### src/rtl/tff_bank_sequencer.sv
// Sequencer for an external bank of toggle flip-flops used as a programmable
// up/down counter. Run settings are captured when a start is accepted; the
// bank is then preloaded or cleared, counted toward the limit, and a one-cycle
// done pulse is issued on the match.
//
// state   | meaning
// --------+-------------------------------------------------------------
// S_IDLE  | waiting for start; bank untouched
// S_LOAD  | one cycle of toggles that turns the bank into the preload value
// S_CLEAR | one cycle of bank_reset so the bank starts from zero
// S_RUN   | count one step per cycle until q_vec matches the limit
// S_DONE  | one-cycle done pulse; bank holds the limit
module tff_bank_sequencer #(
    parameter int WIDTH = 4
) (
    input  logic             clk,
    input  logic             reset,
    input  logic             start,
    input  logic             stop,
    input  logic             up_dn,
    input  logic             load,
    input  logic [WIDTH-1:0] load_val,
    input  logic [WIDTH-1:0] limit,
    input  logic [WIDTH-1:0] q_vec,
    output logic [WIDTH-1:0] t_vec,
    output logic             bank_reset,
    output logic             busy,
    output logic             done,
    output logic             tc
);

    typedef enum logic [2:0] {
        S_IDLE  = 3'd0,
        S_LOAD  = 3'd1,
        S_CLEAR = 3'd2,
        S_RUN   = 3'd3,
        S_DONE  = 3'd4
    } state_t;

    state_t           r_state;
    state_t           w_next;
    logic             r_up;
    logic             r_load;
    logic [WIDTH-1:0] r_limit;
    logic [WIDTH-1:0] r_val;

    logic [WIDTH-1:0] w_count_t;
    logic             w_chain;
    logic             w_match;
    logic             w_accept;

    assign w_match  = (q_vec == r_limit);
    assign w_accept = (r_state == S_IDLE) && start;

    // State register with synchronous reset.
    always_ff @(posedge clk) begin
        if (reset) begin
            r_state <= S_IDLE;
        end else begin
            r_state <= w_next;
        end
    end

    // Capture run settings on the accepted start; later input changes are ignored.
    always_ff @(posedge clk) begin
        if (reset) begin
            r_up    <= 1'b0;
            r_load  <= 1'b0;
            r_limit <= '0;
            r_val   <= '0;
        end else if (w_accept) begin
            r_up    <= up_dn;
            r_load  <= load;
            r_limit <= limit;
            r_val   <= load_val;
        end
    end

    // Ripple toggle pattern: bit i toggles when all lower bits are 1 (up) or 0 (down).
    always_comb begin
        w_count_t = '0;
        w_chain   = 1'b1;
        for (int i = 0; i < WIDTH; i++) begin
            w_count_t[i] = w_chain;
            w_chain      = w_chain & (r_up ? q_vec[i] : ~q_vec[i]);
        end
    end

    // Next-state decode; stop wins over a limit match in RUN.
    always_comb begin
        w_next = r_state;
        case (r_state)
            S_IDLE: begin
                if (start) begin
                    w_next = load ? S_LOAD : S_CLEAR;
                end
            end
            S_LOAD, S_CLEAR: begin
                w_next = stop ? S_IDLE : S_RUN;
            end
            S_RUN: begin
                if (stop) begin
                    w_next = S_IDLE;
                end else if (w_match) begin
                    w_next = S_DONE;
                end
            end
            S_DONE: begin
                w_next = S_IDLE;
            end
            default: begin
                w_next = S_IDLE;
            end
        endcase
    end

    // Output decode from the current state and the live bank value.
    always_comb begin
        t_vec      = '0;
        bank_reset = 1'b0;
        busy       = 1'b1;
        done       = 1'b0;
        tc         = 1'b0;
        case (r_state)
            S_IDLE: begin
                busy = 1'b0;
            end
            S_LOAD: begin
                t_vec = q_vec ^ r_val;
            end
            S_CLEAR: begin
                bank_reset = 1'b1;
            end
            S_RUN: begin
                tc = w_match;
                if (!stop && !w_match) begin
                    t_vec = w_count_t;
                end
            end
            S_DONE: begin
                done = 1'b1;
            end
            default: begin
                busy = 1'b0;
            end
        endcase
    end

endmodule

### config.mk
export PLATFORM = sky130hd
export DESIGN_NAME = tff_bank_sequencer
export DESIGN_NICKNAME = d
export VERILOG_FILES = /design/src/rtl/tff_bank_sequencer.sv
export SDC_FILE = /design/constraint.sdc
export NUM_CORES = 1
export LEC_CHECK = 0
export ABC_AREA = 1
export CORE_MARGIN = 4
export CORE_UTILIZATION = 46
export DETAILED_ROUTE_END_ITERATION = 6
export PLACE_DENSITY = 0.82
export SKIP_LAST_GASP = 1
export SLEW_MARGIN = 20
export SYNTH_ARGS = -nofsm -noshare
export SYNTH_HDL_FRONTEND = slang
export SYNTH_SLANG_ARGS = --single-unit
### constraint.sdc
create_clock -name clk -period 2.8 [get_ports clk]
set_input_delay 0.56 -clock clk [delete_from_list [all_inputs] [get_ports clk]]
set_output_delay 0.56 -clock clk [all_outputs]
set_load 0.02 [all_outputs]
==> results of run 1 <==
## cell usage in the layout, fill, tap and decap left out, types with 2 or more instances in the layout
cell type / n
sky130_fd_sc_hd__xnor2_1: 3
sky130_fd_sc_hd__clkdlybuf4s50_1: 20
sky130_fd_sc_hd__nor2_1: 10
sky130_fd_sc_hd__nand3_1: 6
sky130_fd_sc_hd__nand2_1: 24
sky130_fd_sc_hd__a21oi_1: 9
sky130_fd_sc_hd__o21ai_0: 12
sky130_fd_sc_hd__dlymetal6s2s_1: 4
sky130_fd_sc_hd__nor3_1: 3
sky130_fd_sc_hd__nor2_2: 2
sky130_fd_sc_hd__dfxtp_1: 12
sky130_fd_sc_hd__inv_1: 22
sky130_fd_sc_hd__clkbuf_4: 3
sky130_fd_sc_hd__buf_4: 5
## power by group
group,internal (mW),switching [mW]
registers,0.193,0.0178
clock network,0.0790,0.0603
logic,0.0881,0.101
total,0.360,0.179
## repair_timing
| item | CTS | global route |
|---|---|---|
| pin swaps | 0 | 0 |
| resized for setup | 1 | 4 |
| hold buffers | 0 | 0 |
| hold endpoints to repair | 0 | 0 |
| setup endpoints to repair | 1 | 4 |
## sequential cells by signal, indices dropped and copies added, names as in the netlist
name     count
r_limit      4
r_val        4
r_state      3
r_up         1
## worst max path at each step
stage / slack, ns / cells past startpoint / to / startpoint
detailed placement: -0.008 / 8 / t_vec[3] / q_vec[0]
finish: 0.25 / 9 / t_vec[3] / q_vec[1]
global placement: 0.02 / 8 / t_vec[3] / q_vec[1]
floorplan: 0.94 / 7 / t_vec[3] / q_vec[0]
global route: 0.11 / 9 / t_vec[3] / q_vec[1]
CTS: 0.0008 / 8 / t_vec[0] / q_vec[1]
## logic make-up after synthesis
kind of cell              count (synthesis)
and+or+nand+nor                          50
xor gates and xnor gates                  4
DFF                                      12
AOI/OAI and AO/OA                        23
buffers and inverters                    24
## worst max-delay path: cells and delay by family
kind | cells | cell delay [ns]
compound gates | 1 | 0.07
simple gates | 5 | 0.45
buf+inv | 3 | 0.91
## metal layers
metal	vias to the layer above	GRT usage, %
li1	418	-
met4	0	10.50
met5	-	0
met2	23	31.28
met3	2	3.383
met1	348	19.41
## final cells by class
type	instances	area share (%)
clock buffer	4	3.432
inverter	22	7.811
multi-input combinational	77	36.21
sequential	12	22.72
tap	15	1.775
timing repair buffer	30	28.05
==> run summary, run 1 <==
Logic synthesis
* **total standard cell area after synthesis** 718.2 sq um
* **net count after synthesis** 131
* **sequential fraction of the synthesis area** 33.45%
* **adder and majority cell fraction of the synthesized area** 0%
* **area share of the leading cell type in the synthesized netlist** 33.45%
* **total of warnings raised by yosys** 0
* **most common library cells after synthesis** 24 x sky130_fd_sc_hd__nand2_1, 22 x sky130_fd_sc_hd__inv_1, 12 x sky130_fd_sc_hd__dfxtp_1, 12 x sky130_fd_sc_hd__o21ai_0, 10 x sky130_fd_sc_hd__nor2_1
* **number of cells produced by synthesis** 113
* **multiplexer fraction of the synthesized cell area** 0%
* **dominant cell by count in the synthesized netlist** sky130_fd_sc_hd__nand2_1
* **fraction of registers with async set or reset after synthesis** 0%
* **Yosys top cell by area** sky130_fd_sc_hd__dfxtp_1
* **Post-synth top flop** sky130_fd_sc_hd__dfxtp_1
* **dominant combinational cell family by area after synthesis** simple AND/OR/NAND/NOR gates
* **post-synthesis area per instance** 6.356 sq um
* **number of enable-type register cells in the synthesized netlist** 0
* **Simple-Gate Fraction of Synth Area** 31.88%
* **compound-cell area share of the yosys netlist** 16.55%
* **post-synthesis register bit count** 12
* **xor and xnor fraction of the mapped netlist area** 4.878%
* **Yosys cell types** 20
* **most area-consuming cells after synthesis** sky130_fd_sc_hd__dfxtp_1 33%, sky130_fd_sc_hd__nand2_1 13%, sky130_fd_sc_hd__inv_1 11%, sky130_fd_sc_hd__o21ai_0 8.4%, sky130_fd_sc_hd__a21oi_1 6.3%

Clock tree
* **number of buffers created by CTS** 3
* **clk buf depth** 2
* **clock tree sinks** 12
* **worst skew pair latency** 0.27 ns
* **number of buffers added for setup after CTS** 0
* **root buffer cell** sky130_fd_sc_hd__clkbuf_4
* **CTS tree** yes
* **clock transition time at the flip-flop clock pins of the worst setup and hold paths** 0.08 ns
* **H-tree depth** 1

Place
* **number of buffers inserted by port buffering** 25
* **instance area after placement** 1012 sq um
* **placed cell count** 156
* **final weighted congestion in routability-driven placement** 0.8722
* **placed wire-length estimate after detailed placement** 1347 microns
* **pre-CTS worst setup slack** -0.008112 ns

Final layout
* **ratio of cells with drive above 1 in the final layout** 10.34%
* **Finished Layout Cells** 160
* **flip-flop and latch area** 240.2 sq um
* **Fill cells** 126
* **fraction of the core area covered by cells at the end of the flow** 76.47%
* **post-route cell area** 1057 sq um
* **nets@finish** 164
* **antenna diode count** 0
* **Area Overhead vs Synth** 47.21%
* **area occupied by multi-input gates** 382.9 sq um

Pwr
* **maximum resistive drop on vdd** 0.3723 mV
* **total power** 0.5393 mW
* **static leakage power** 0.5437 nW
* **Power Dens Cells** 510.1 nW/um^2

Timing
* **final cycle utilization of the critical path** 91.16%
* **Fin Clk Skew** 0.002163 ns
* **number of setup violations in the final report** 0
* **min Tclk post-route** 2.552 ns
* **maximum frequency from static timing analysis** 0.3918 GHz
* **summed negative setup slack over all endpoints** 0 ns
* **final hold vios** 0
* **worst hold slack** 0.4610 ns
* **count of final max-slew check failures** 0
* **setup repair after global routing missed its margin** false
* **slew at the pin closest to its max-slew limit** 0.5913 ns
* **post-layout worst setup margin** 0.2475 ns
* **max_slew headroom** 60.47%

Floorplan
* **DIE AREA** 2258 sq um
* **number of rows in the core area** 13
* **Die Span X** 47.52 microns
* **Initial Util** 51.95%
* **number of top-level design ports** 26
* **core region area** 1383 sq um
* **die span in y** 47.52 microns

Worst setup path
* **kind of end point of the critical path** output port
* **CP Cell Sequence** clkdlybuf4s50_1 -> inv_1 -> nand2_1 -> nand2_1 -> nor2_1 -> nand2_1 -> nand3_1 -> o22ai_1 -> dlygate4sd2_1
* **endpoint arrival time on the critical path** 1.99 ns
* **capture point of the worst reg-to-reg path** r_val[3]
* **CP max stage cell** sky130_fd_sc_hd__clkdlybuf4s50_1
* **cell occurring most often along the worst timing path** sky130_fd_sc_hd__nand2_1
* **worst path required time** 2.24 ns
* **crit path max fanout** 5
* **logic depth of the worst register-to-register path** 4
* **Reg2Reg Setup Slack** 1.29 ns
* **Critical R2R Launch** r_state[0]
* **worst setup path category** in -> out
* **startpoint type of the worst setup path** input pin
* **Largest stage delay, worst path** 0.53 ns

Job
* **max-capacitance violation count** 0

Hold path
* **type of the worst min-delay path** reg -> reg
* **Worst Hold Path EP** r_val[1]
* **cell depth of the worst hold path** 2
* **startpoint of the lowest-slack hold path** r_val[1]

GRT
* **global-route wire length before repair** 2787 microns
* **overall routing resource usage** 17.71%
* **GRT overflow** 0
* **pin count of the biggest net entering global routing** 19
* **number of antenna violations at the first check in global routing** 0
* **via count of the first global-routing pass** 706

Routing
* **metal3 WL** 139 microns
* **met1 wire length** 683 microns
* **Pre-antenna DRT Iters** 4
* **Met2 Routed Length** 852 microns
* **detailed-route wire length per cell** 10.57 microns
* **antenna-violating nets left** 0
* **First DRT Iteration DRCs** 27
* **via count** 791
* **highest metal layer with signal wires** met4
* **DRC violations left** 0
* **mean number of vias per cell** 4.944
* **Routed Wire Length** 1691 microns

Run status
* **outcome** completed

Power figures use the tool's default switching activity.
==> run 2, diff against run 1 <==
--- a/config.mk
+++ b/config.mk
@@ -6,6 +6,7 @@
 export NUM_CORES = 1
 export LEC_CHECK = 0
 export ABC_AREA = 1
+export ABC_CLOCK_PERIOD_IN_PS = 2800
 export CORE_MARGIN = 4
 export CORE_UTILIZATION = 46
 export DETAILED_ROUTE_END_ITERATION = 6
==> results of run 2 <==
Same layout as run 1: the final DEF is identical, and so are final timing and power.
